[src/rtl/alu_cmd_issuer_if.sv]
// Command, response and ALU-drive signals of the ALU command issuer.
// The slave modport is the issuer; the master modport is its environment.
`timescale 1ns/1ps
interface alu_cmd_issuer_if #(
  parameter int WIDTH = 32
);
  logic             cmd_valid;
  logic             cmd_ready;
  logic [3:0]       cmd_op;
  logic             cmd_a_sel;
  logic [WIDTH-1:0] cmd_a;
  logic [WIDTH-1:0] cmd_b;
  logic             cmd_wb;
  logic [WIDTH-1:0] alu_a;
  logic [WIDTH-1:0] alu_b;
  logic [3:0]       alu_control;
  logic [WIDTH-1:0] alu_result;
  logic             alu_zero;
  logic             rsp_valid;
  logic             rsp_ready;
  logic [WIDTH-1:0] rsp_result;
  logic             rsp_zero;
  logic             rsp_illegal;

  modport slave (
    input  cmd_valid, cmd_op, cmd_a_sel, cmd_a, cmd_b, cmd_wb,
    input  alu_result, alu_zero, rsp_ready,
    output cmd_ready, alu_a, alu_b, alu_control,
    output rsp_valid, rsp_result, rsp_zero, rsp_illegal
  );

  modport master (
    output cmd_valid, cmd_op, cmd_a_sel, cmd_a, cmd_b, cmd_wb,
    output alu_result, alu_zero, rsp_ready,
    input  cmd_ready, alu_a, alu_b, alu_control,
    input  rsp_valid, rsp_result, rsp_zero, rsp_illegal
  );
endinterface

[src/rtl/alu_cmd_issuer.sv]
// Sequencer that issues one command at a time to a combinational ALU,
// captures its result into a response register and an optional accumulator.
`timescale 1ns/1ps
module alu_cmd_issuer #(
  parameter int                 WIDTH     = 32,
  parameter int                 MUL_WAIT  = 2,
  parameter logic [WIDTH-1:0]   ACC_RESET = '0
) (
  input  logic             clk,
  input  logic             rst,
  alu_cmd_issuer_if.slave  bus,
  output logic [WIDTH-1:0] acc,
  output logic             busy
);

  localparam logic [3:0] OP_MUL = 4'd10;
  localparam int         CW     = (MUL_WAIT > 0) ? $clog2(MUL_WAIT + 1) : 1;

  typedef enum logic [1:0] {
    IDLE = 2'd0,
    WAIT = 2'd1,
    EXEC = 2'd2,
    RESP = 2'd3
  } state_t;

  state_t        state;
  logic [CW-1:0] cnt;
  logic          wb_q;
  logic          illegal_q;

  // Gated by rst so no command appears accepted while reset is held.
  assign bus.cmd_ready = (state == IDLE) && !rst;
  assign busy          = (state != IDLE);

  // NOTE: all state is updated with non-blocking assignments so every
  // register samples the values from before the edge, independent of order.
  always_ff @(posedge clk) begin
    if (rst) begin
      state           <= IDLE;
      cnt             <= '0;
      wb_q            <= 1'b0;
      illegal_q       <= 1'b0;
      bus.alu_a       <= '0;
      bus.alu_b       <= '0;
      bus.alu_control <= 4'd0;
      bus.rsp_valid   <= 1'b0;
      bus.rsp_result  <= '0;
      bus.rsp_zero    <= 1'b0;
      bus.rsp_illegal <= 1'b0;
      acc             <= ACC_RESET;
    end else begin
      case (state)
        IDLE: begin
          if (bus.cmd_valid) begin
            bus.alu_a       <= bus.cmd_a_sel ? acc : bus.cmd_a;
            bus.alu_b       <= bus.cmd_b;
            bus.alu_control <= bus.cmd_op;
            wb_q            <= bus.cmd_wb;
            illegal_q       <= (bus.cmd_op > 4'd10);
            if (bus.cmd_op == OP_MUL && MUL_WAIT > 0) begin
              state <= WAIT;
              cnt   <= CW'(MUL_WAIT);
            end else begin
              state <= EXEC;
            end
          end
        end
        // Operands stay put here, giving the multiplier path extra cycles.
        WAIT: begin
          cnt <= cnt - CW'(1);
          if (cnt == CW'(1)) state <= EXEC;
        end
        EXEC: begin
          bus.rsp_result  <= bus.alu_result;
          bus.rsp_zero    <= bus.alu_zero;
          bus.rsp_illegal <= illegal_q;
          bus.rsp_valid   <= 1'b1;
          if (wb_q && !illegal_q) acc <= bus.alu_result;
          state <= RESP;
        end
        RESP: begin
          if (bus.rsp_ready) begin
            bus.rsp_valid <= 1'b0;
            state         <= IDLE;
          end
        end
        default: state <= IDLE;
      endcase
    end
  end

endmodule
[src/flat_wrapper.sv]
// flat-port wrapper written by rule: the top's interface ports become plain ports
module alu_cmd_issuer_flat 
#(
  parameter int                 WIDTH     = 32,
  parameter int                 MUL_WAIT  = 2,
  parameter logic [WIDTH-1:0]   ACC_RESET = '0
)
  (clk, rst, acc, busy, bus_cmd_valid, bus_cmd_op, bus_cmd_a_sel, bus_cmd_a, bus_cmd_b, bus_cmd_wb, bus_alu_result, bus_alu_zero, bus_rsp_ready, bus_cmd_ready, bus_alu_a, bus_alu_b, bus_alu_control, bus_rsp_valid, bus_rsp_result, bus_rsp_zero, bus_rsp_illegal);
  alu_cmd_issuer_if #(.WIDTH(WIDTH)) bus_i ();
  input  logic clk;
  input  logic rst;
  output logic [WIDTH-1:0] acc;
  output logic busy;
  input wire logic [$bits(bus_i.cmd_valid)-1:0] bus_cmd_valid;
  input wire logic [$bits(bus_i.cmd_op)-1:0] bus_cmd_op;
  input wire logic [$bits(bus_i.cmd_a_sel)-1:0] bus_cmd_a_sel;
  input wire logic [$bits(bus_i.cmd_a)-1:0] bus_cmd_a;
  input wire logic [$bits(bus_i.cmd_b)-1:0] bus_cmd_b;
  input wire logic [$bits(bus_i.cmd_wb)-1:0] bus_cmd_wb;
  input wire logic [$bits(bus_i.alu_result)-1:0] bus_alu_result;
  input wire logic [$bits(bus_i.alu_zero)-1:0] bus_alu_zero;
  input wire logic [$bits(bus_i.rsp_ready)-1:0] bus_rsp_ready;
  output wire logic [$bits(bus_i.cmd_ready)-1:0] bus_cmd_ready;
  output wire logic [$bits(bus_i.alu_a)-1:0] bus_alu_a;
  output wire logic [$bits(bus_i.alu_b)-1:0] bus_alu_b;
  output wire logic [$bits(bus_i.alu_control)-1:0] bus_alu_control;
  output wire logic [$bits(bus_i.rsp_valid)-1:0] bus_rsp_valid;
  output wire logic [$bits(bus_i.rsp_result)-1:0] bus_rsp_result;
  output wire logic [$bits(bus_i.rsp_zero)-1:0] bus_rsp_zero;
  output wire logic [$bits(bus_i.rsp_illegal)-1:0] bus_rsp_illegal;
  assign bus_i.cmd_valid = bus_cmd_valid;
  assign bus_i.cmd_op = bus_cmd_op;
  assign bus_i.cmd_a_sel = bus_cmd_a_sel;
  assign bus_i.cmd_a = bus_cmd_a;
  assign bus_i.cmd_b = bus_cmd_b;
  assign bus_i.cmd_wb = bus_cmd_wb;
  assign bus_i.alu_result = bus_alu_result;
  assign bus_i.alu_zero = bus_alu_zero;
  assign bus_i.rsp_ready = bus_rsp_ready;
  assign bus_cmd_ready = bus_i.cmd_ready;
  assign bus_alu_a = bus_i.alu_a;
  assign bus_alu_b = bus_i.alu_b;
  assign bus_alu_control = bus_i.alu_control;
  assign bus_rsp_valid = bus_i.rsp_valid;
  assign bus_rsp_result = bus_i.rsp_result;
  assign bus_rsp_zero = bus_i.rsp_zero;
  assign bus_rsp_illegal = bus_i.rsp_illegal;
  alu_cmd_issuer #(.WIDTH(WIDTH), .MUL_WAIT(MUL_WAIT), .ACC_RESET(ACC_RESET)) u_core (.clk(clk), .rst(rst), .bus(bus_i), .acc(acc), .busy(busy));
endmodule
[config.mk]
export PLATFORM = sky130hd
export DESIGN_NAME = alu_cmd_issuer_flat
export DESIGN_NICKNAME = d
export VERILOG_FILES = /design/src/rtl/alu_cmd_issuer_if.sv /design/src/rtl/alu_cmd_issuer.sv /design/src/flat_wrapper.sv
export SDC_FILE = /design/constraint.sdc
export NUM_CORES = 1
export LEC_CHECK = 0
export ABC_AREA = 1
export CORE_MARGIN = 2
export CORE_UTILIZATION = 44
export CTS_BUF_LIST = sky130_fd_sc_hd__clkbuf_2 sky130_fd_sc_hd__clkbuf_4 sky130_fd_sc_hd__clkbuf_8
export CTS_CLUSTER_SIZE = 25
export DETAILED_ROUTE_END_ITERATION = 7
export GPL_TIMING_DRIVEN = 1
export PLACE_DENSITY = 0.81
export SETUP_SLACK_MARGIN = 0.4
export SYNTH_ARGS = -nofsm -noshare
export SYNTH_HDL_FRONTEND = slang
export SYNTH_SLANG_ARGS = --single-unit
[constraint.sdc]
create_clock -name clk -period 1.9 [get_ports clk]
set_input_delay 0.475 -clock clk [delete_from_list [all_inputs] [get_ports clk]]
set_output_delay 0.475 -clock clk [all_outputs]
set_load 0.05 [all_outputs]
==> results_dict.tcl, run 1 <==
set metrics [dict create \
    status "completed" \
    core_region_area_um2 12600 \
    synth-seq-cells 141 \
    synth-edff-count 0 \
    hold_violations 0 \
    post-dp-hpwl_um 11400 \
    setup-tns-final_ps 0 \
    hold_buffers 0 \
    synth-async-reset-ratio 0 \
    fmax_mhz 574 \
    finalNetCount 1103 \
    ys_warn_count 0 \
    diodes 0 \
    htreeDepth 4 \
    crit_path_end_kind "output port" \
    clkLatencyLatePin_ps 450 \
    fp.dieArea_um2 13900 \
    mappedNetlistNets 839 \
    timing.critical_path.cells "inv_4 > ha_4 > inv_4 > nor2_4 > buf_12" \
    synth_cell_types 25 \
    drive_gt1_frac 0.337 \
    hold_slack_ps 383 \
    fp.dieH_um 118 \
    synth_area_per_cell_um2 7.85 \
    final_gp_congestion 0.810 \
    setup.worst_path.start "u_core.state[0]$_SDFFE_PP0P_" \
    finalWorstSetupSlack_ps 157 \
    critPathArrivalTime_ps 1270 \
    place.port_buffers 243 \
    timing.critical_path.fanout_max 3 \
    crit_path_max_incr_delay_ps 360 \
    mostFrequentLayoutCell "sky130_fd_sc_hd__nor2_1" \
    critical_hold_path_startpoint "rst" \
    numClockSinks 141 \
    post_drt_via_cell_ratio 5.05 \
    clk_pin_slew_ps 80 \
    core.rowCount 41 \
    synth_area_um2 5700 \
    crit_slowest_cell "sky130_fd_sc_hd__dfxtp_4" \
    cp_data_required_time_ps 1420 \
    grt_pass1_wl_um 27300 \
    commonest_register_cell_after_synthesis "sky130_fd_sc_hd__dfxtp_1" \
    drv_slew 0 \
    worstReg2RegStart "u_core.state[0]$_SDFFE_PP0P_" \
    layout_min_cycle_time_ps 1740 \
    grt_pass1_vias 5442 \
    pwrdens_nw_per_um2 1580 \
    grt_setup_unrepaired "yes" \
    hold_path_class "in2reg" \
    ctsLongestPathBuffers 2 \
    initial_core_util 0.452 \
    track_usage 0.245 \
    cp-start-kind "flip-flop" \
    grt_max_degree 44 \
    ys_seq_area_frac 0.495 \
    cts_made_buffers 17 \
    dp_worst_setup_slack_ps 40.4 \
    vdd_ir_drop_max_v 0.000781 \
    clock-root-buffer "sky130_fd_sc_hd__clkbuf_8" \
    top_level_ports 244 \
    synthesis.instances 726 \
    grt.overflow.total 0 \
    grt_antenna_before_repair 0 \
    route.detailed.drc 0 \
    worst_slew_margin_rel 0.801 \
    drt-initial-drc-count 461 \
    maxCapViolCount 0 \
    worst-setup-path-type "reg2out" \
    antenna_left 0 \
    drtPass1Iterations 5 \
    cpMostUsedCell "sky130_fd_sc_hd__inv_4" \
    chipWidth_um 118 \
    wl_per_cell_um 16.9 \
    layout_worst_path_cycle_share 0.918 \
    tritoncts_clock_tree "yes" \
    worstMarginPinSlew_ps 295 \
    worst_clock_skew_ps 8.30 \
    detailroute.via_count 5935 \
    setup_viol_count_final 0 \
    power_leakage_nw 4.36 \
    layout.cells.most_common_list "196 x sky130_fd_sc_hd__nor2_1, 121 x sky130_fd_sc_hd__buf_6, 105 x sky130_fd_sc_hd__clkdlybuf4s50_1" \
    flow.area_growth_from_synthesis_pct 67.2 \
    drt-total-wl_um 19800 \
]
[registers in the layout (all words and copies together) (netlist names)]
register and flops:
u_core.acc 32, u_core.bus.alu_a 32, u_core.bus.alu_b 32, u_core.bus.rsp_result 32
u_core.bus.alu_control 4, u_core.cnt 2, u_core.state 2, u_core.bus.rsp_illegal 1
u_core.bus.rsp_valid 1, u_core.bus.rsp_zero 1, u_core.illegal_q 1, u_core.wb_q 1
[critical path, delay by kind of cell, from the launching register on]
family	cells	cell delay, ps
adders and majority gates	1	130
buffers and inverters	3	250
DFF	1	360
and+or+nand+nor	1	90
[path summary, 6_finish.rpt]
kind,end,slack [ps],cells past startpoint
setup / recovery,bus_cmd_ready,160,5
hold / removal,u_core.bus.rsp_illegal$_SDFFE_PP0P_,380,3
setup reg to reg,u_core.bus.alu_control[0]$_SDFFE_PP0P_,160,10
hold reg to reg,u_core.bus.rsp_illegal$_SDFFE_PP0P_,480,2
[per-layer routing]
metal | up-vias | track usage | routed length [µm]
li1 | 2858 | - | -
met5 | - | 0 | 0
met3 | 44 | 0.0688 | 1220
met4 | 0 | 0.113 | 581
met2 | 249 | 0.399 | 9630
met1 | 2784 | 0.301 | 8390
[synth_stat cells (2+ instances only)]
| cell type | number | share of area |
|---|---|---|
| sky130_fd_sc_hd__inv_2 | 2 | 0.0013 |
| sky130_fd_sc_hd__o21ai_0 | 89 | 0.078 |
| sky130_fd_sc_hd__buf_6 | 16 | 0.032 |
| sky130_fd_sc_hd__nor2_1 | 202 | 0.13 |
| sky130_fd_sc_hd__nor2_2 | 5 | 0.0055 |
| sky130_fd_sc_hd__ha_1 | 6 | 0.013 |
| sky130_fd_sc_hd__dfxtp_1 | 141 | 0.50 |
| sky130_fd_sc_hd__clkbuf_1 | 3 | 0.0020 |
| sky130_fd_sc_hd__nand2_1 | 87 | 0.057 |
| sky130_fd_sc_hd__o21ai_1 | 13 | 0.011 |
| sky130_fd_sc_hd__a21oi_1 | 9 | 0.0079 |
| sky130_fd_sc_hd__buf_4 | 3 | 0.0040 |
| sky130_fd_sc_hd__clkbuf_2 | 3 | 0.0026 |
| sky130_fd_sc_hd__nand3_1 | 26 | 0.023 |
| sky130_fd_sc_hd__nand3_2 | 11 | 0.019 |
| sky130_fd_sc_hd__o211ai_1 | 22 | 0.029 |
| sky130_fd_sc_hd__buf_2 | 24 | 0.021 |
| sky130_fd_sc_hd__inv_1 | 48 | 0.032 |
| sky130_fd_sc_hd__o211ai_2 | 10 | 0.022 |
[kinds of logic after synthesis]
group                    count (synthesis)  synth area share
AND/OR/NAND/NOR                        334             0.245
AO/OA/AOI/OAI                          143             0.148
flip-flops                             141             0.495
buffers and inverters                  102            0.0986
adder cells (fa/ha/maj)                  6            0.0132
[layout make-up]
| type | instances | area, µm² |
|---|---|---|
| clock buffer | 20 | 275 |
| fill | 868 | 3090 |
| inverter | 52 | 221 |
| tap | 172 | 215 |
| multi-input combinational | 483 | 2450 |
| sequential | 141 | 2910 |
| clock inverter | 12 | 143 |
| timing repair buffer | 294 | 3300 |
| timing repair inverter | 1 | 16.3 |
[timing repair]
action,CTS,global route
cloned,1,11
pin swaps,2,4
endpoints found under the hold margin,0,0
resized for setup,99,150
setup endpoints to repair,94,154
buffers inserted,5,12
[power by group]
group | internal (mW) | switching [mW]
clock network | 1.39 | 1.16
registers | 3.79 | 0.590
logic | 3.18 | 4.96
[stage by stage]
step           instances   util  power, mW  instance area (µm²)
2_1_floorplan        726      -       8.70                 5710
3_3_place_gp        1114  0.628       10.6                 7920
3_5_place_dp        1114  0.628       10.7                 7920
4_1_cts             1152  0.690       13.7                 8700
5_1_grt             1175  0.755       15.7                 9530
6_report            1175  0.755       15.1                 9530
No activity file was read; power rests on OpenSTA's default activity.
==> run 2: changes to the inputs <==
PLACE_DENSITY = 0.83   (was 0.81)
==> results_dict.tcl, run 2 (same netlist as run 1, synthesis figures left out) <==
set metrics [dict create \
    place.port_buffers 243 \
    cts_made_buffers 17 \
    detailed_place.area_um2 7930 \
    timing.critical_path.fanout_max 3 \
    diodes 0 \
    layout_min_cycle_time_ps 1780 \
    drv_slew 0 \
    core_region_area_um2 12600 \
    post_drt_via_cell_ratio 4.93 \
    detailroute.via_count 5723 \
    layout.cells.most_common_list "197 x sky130_fd_sc_hd__nor2_1, 118 x sky130_fd_sc_hd__buf_6, 105 x sky130_fd_sc_hd__clkdlybuf4s50_1" \
    grt.overflow.total 0 \
    wl_per_cell_um 15.6 \
    fmax_mhz 562 \
    tritoncts_clock_tree "yes" \
    grt_pass1_wl_um 27100 \
    route.detailed.drc 0 \
    grt_setup_unrepaired "yes" \
    vdd_ir_drop_max_v 0.000772 \
    track_usage 0.244 \
    cp-start-kind "flip-flop" \
    htreeDepth 4 \
    clkLatencyLatePin_ps 460 \
    antenna_left 0 \
    design_area_um2 9220 \
    flow.area_growth_from_synthesis_pct 61.7 \
    hold_buffers 0 \
    fp.dieH_um 118 \
    drt-total-wl_um 18100 \
    worst_clock_skew_ps 8.11 \
    top_level_ports 244 \
    mostFrequentLayoutCell "sky130_fd_sc_hd__nor2_1" \
    setup_viol_count_final 0 \
    critPathArrivalTime_ps 1310 \
    ctsLongestPathBuffers 2 \
    maxCapViolCount 0 \
    hold_slack_ps 389 \
    crit_path_end_kind "output port" \
    hold_violations 0 \
    worst-setup-path-type "reg2out" \
    grt_pass1_vias 5281 \
    fp.dieArea_um2 13900 \
    drtPass1Iterations 5 \
    numClockSinks 141 \
    pwrdens_nw_per_um2 1550 \
    layout_worst_path_cycle_share 0.937 \
    worstMarginPinSlew_ps 404 \
    post-dp-hpwl_um 11300 \
    power_leakage_nw 4.22 \
    final_gp_congestion 0.806 \
    clk_pin_slew_ps 70 \
    core.rowCount 41 \
    total_power_mw 14.3 \
    drt-initial-drc-count 329 \
    grt_max_degree 51 \
    worst_slew_margin_rel 0.730 \
    drive_gt1_frac 0.324 \
    initial_core_util 0.452 \
    grt_antenna_before_repair 0 \
    clock-root-buffer "sky130_fd_sc_hd__clkbuf_8" \
    chipWidth_um 118 \
    hold_path_class "in2reg" \
    cp_data_required_time_ps 1420 \
    status "completed" \
    finalNetCount 1091 \
]
[run 2: changes by cell type in the layout (fill, tap and decap cells not counted), sizes merged]
cell	before	now
buf	179	173
bufinv	3	1
clkbuf	29	28
clkinv	10	6
clkinvlp	3	2
nor2	208	209
[run 2: where the power goes]
part	total (mW)	internal [mW]	leakage, nW	switching (mW)
Sequential	4.39	3.81	1.19	0.583
Clock	2.37	1.26	0.204	1.11
Combinational	7.54	2.84	2.82	4.70
[run 2: layer usage]
| layer | share of wire | track usage |
|---|---|---|
| met2 | 0.49 | 0.399 |
| met4 | 0.018 | 0.107 |
| met5 | 0 | 0 |
| met1 | 0.42 | 0.302 |
| met3 | 0.070 | 0.0659 |
[run 2: layout make-up]
type / instances / area (µm²)
tap: 172 / 215
fill: 962 / 3400
inverter: 52 / 218
clock inverter: 6 / 57.6
multi-input combinational: 484 / 2370
timing repair buffer: 282 / 3090
sequential: 141 / 2930
clock buffer: 25 / 332
[run 2: through the flow]
step                 util  setup slack [ps]  setup TNS, ps  cells
floorplan               -               243              0    726
global placement    0.628              35.0              0   1115
detailed placement  0.628            -0.659         -0.659   1115
CTS                 0.692              72.8              0   1153
global route        0.730              43.3              0   1162
finish              0.730               120              0   1162
[run 2: path summary, 6_finish.rpt]
kind	startpoint	endpoint	slack [ps]	cells after the start
setup / recovery	u_core.state[0]$_SDFFE_PP0P_	bus_cmd_ready	120	5
setup reg to reg	u_core.state[1]$_SDFFE_PP0P_	u_core.bus.alu_a[15]$_SDFFE_PP0P_	400	8
hold / removal	rst	u_core.bus.rsp_illegal$_SDFFE_PP0P_	390	3
hold reg to reg	u_core.bus.rsp_valid$_SDFFE_PP0P_	u_core.bus.rsp_valid$_SDFFE_PP0P_	480	2
[run 2: timing repair]
action / 4_1_cts / 5_1_grt
gates resized for setup: 118 / 117
gates cloned: 2 / 3
setup endpoints to repair: 163 / 167
buffers inserted: 5 / 6
pin swaps: 3 / 6
[run 2: critical path: stages, from the launching register on]
cell                      delay (ps)
sky130_fd_sc_hd__dfxtp_4         350
sky130_fd_sc_hd__inv_4            60
sky130_fd_sc_hd__ha_4            150
sky130_fd_sc_hd__inv_4            50
sky130_fd_sc_hd__nor2_4           90
sky130_fd_sc_hd__buf_12          140
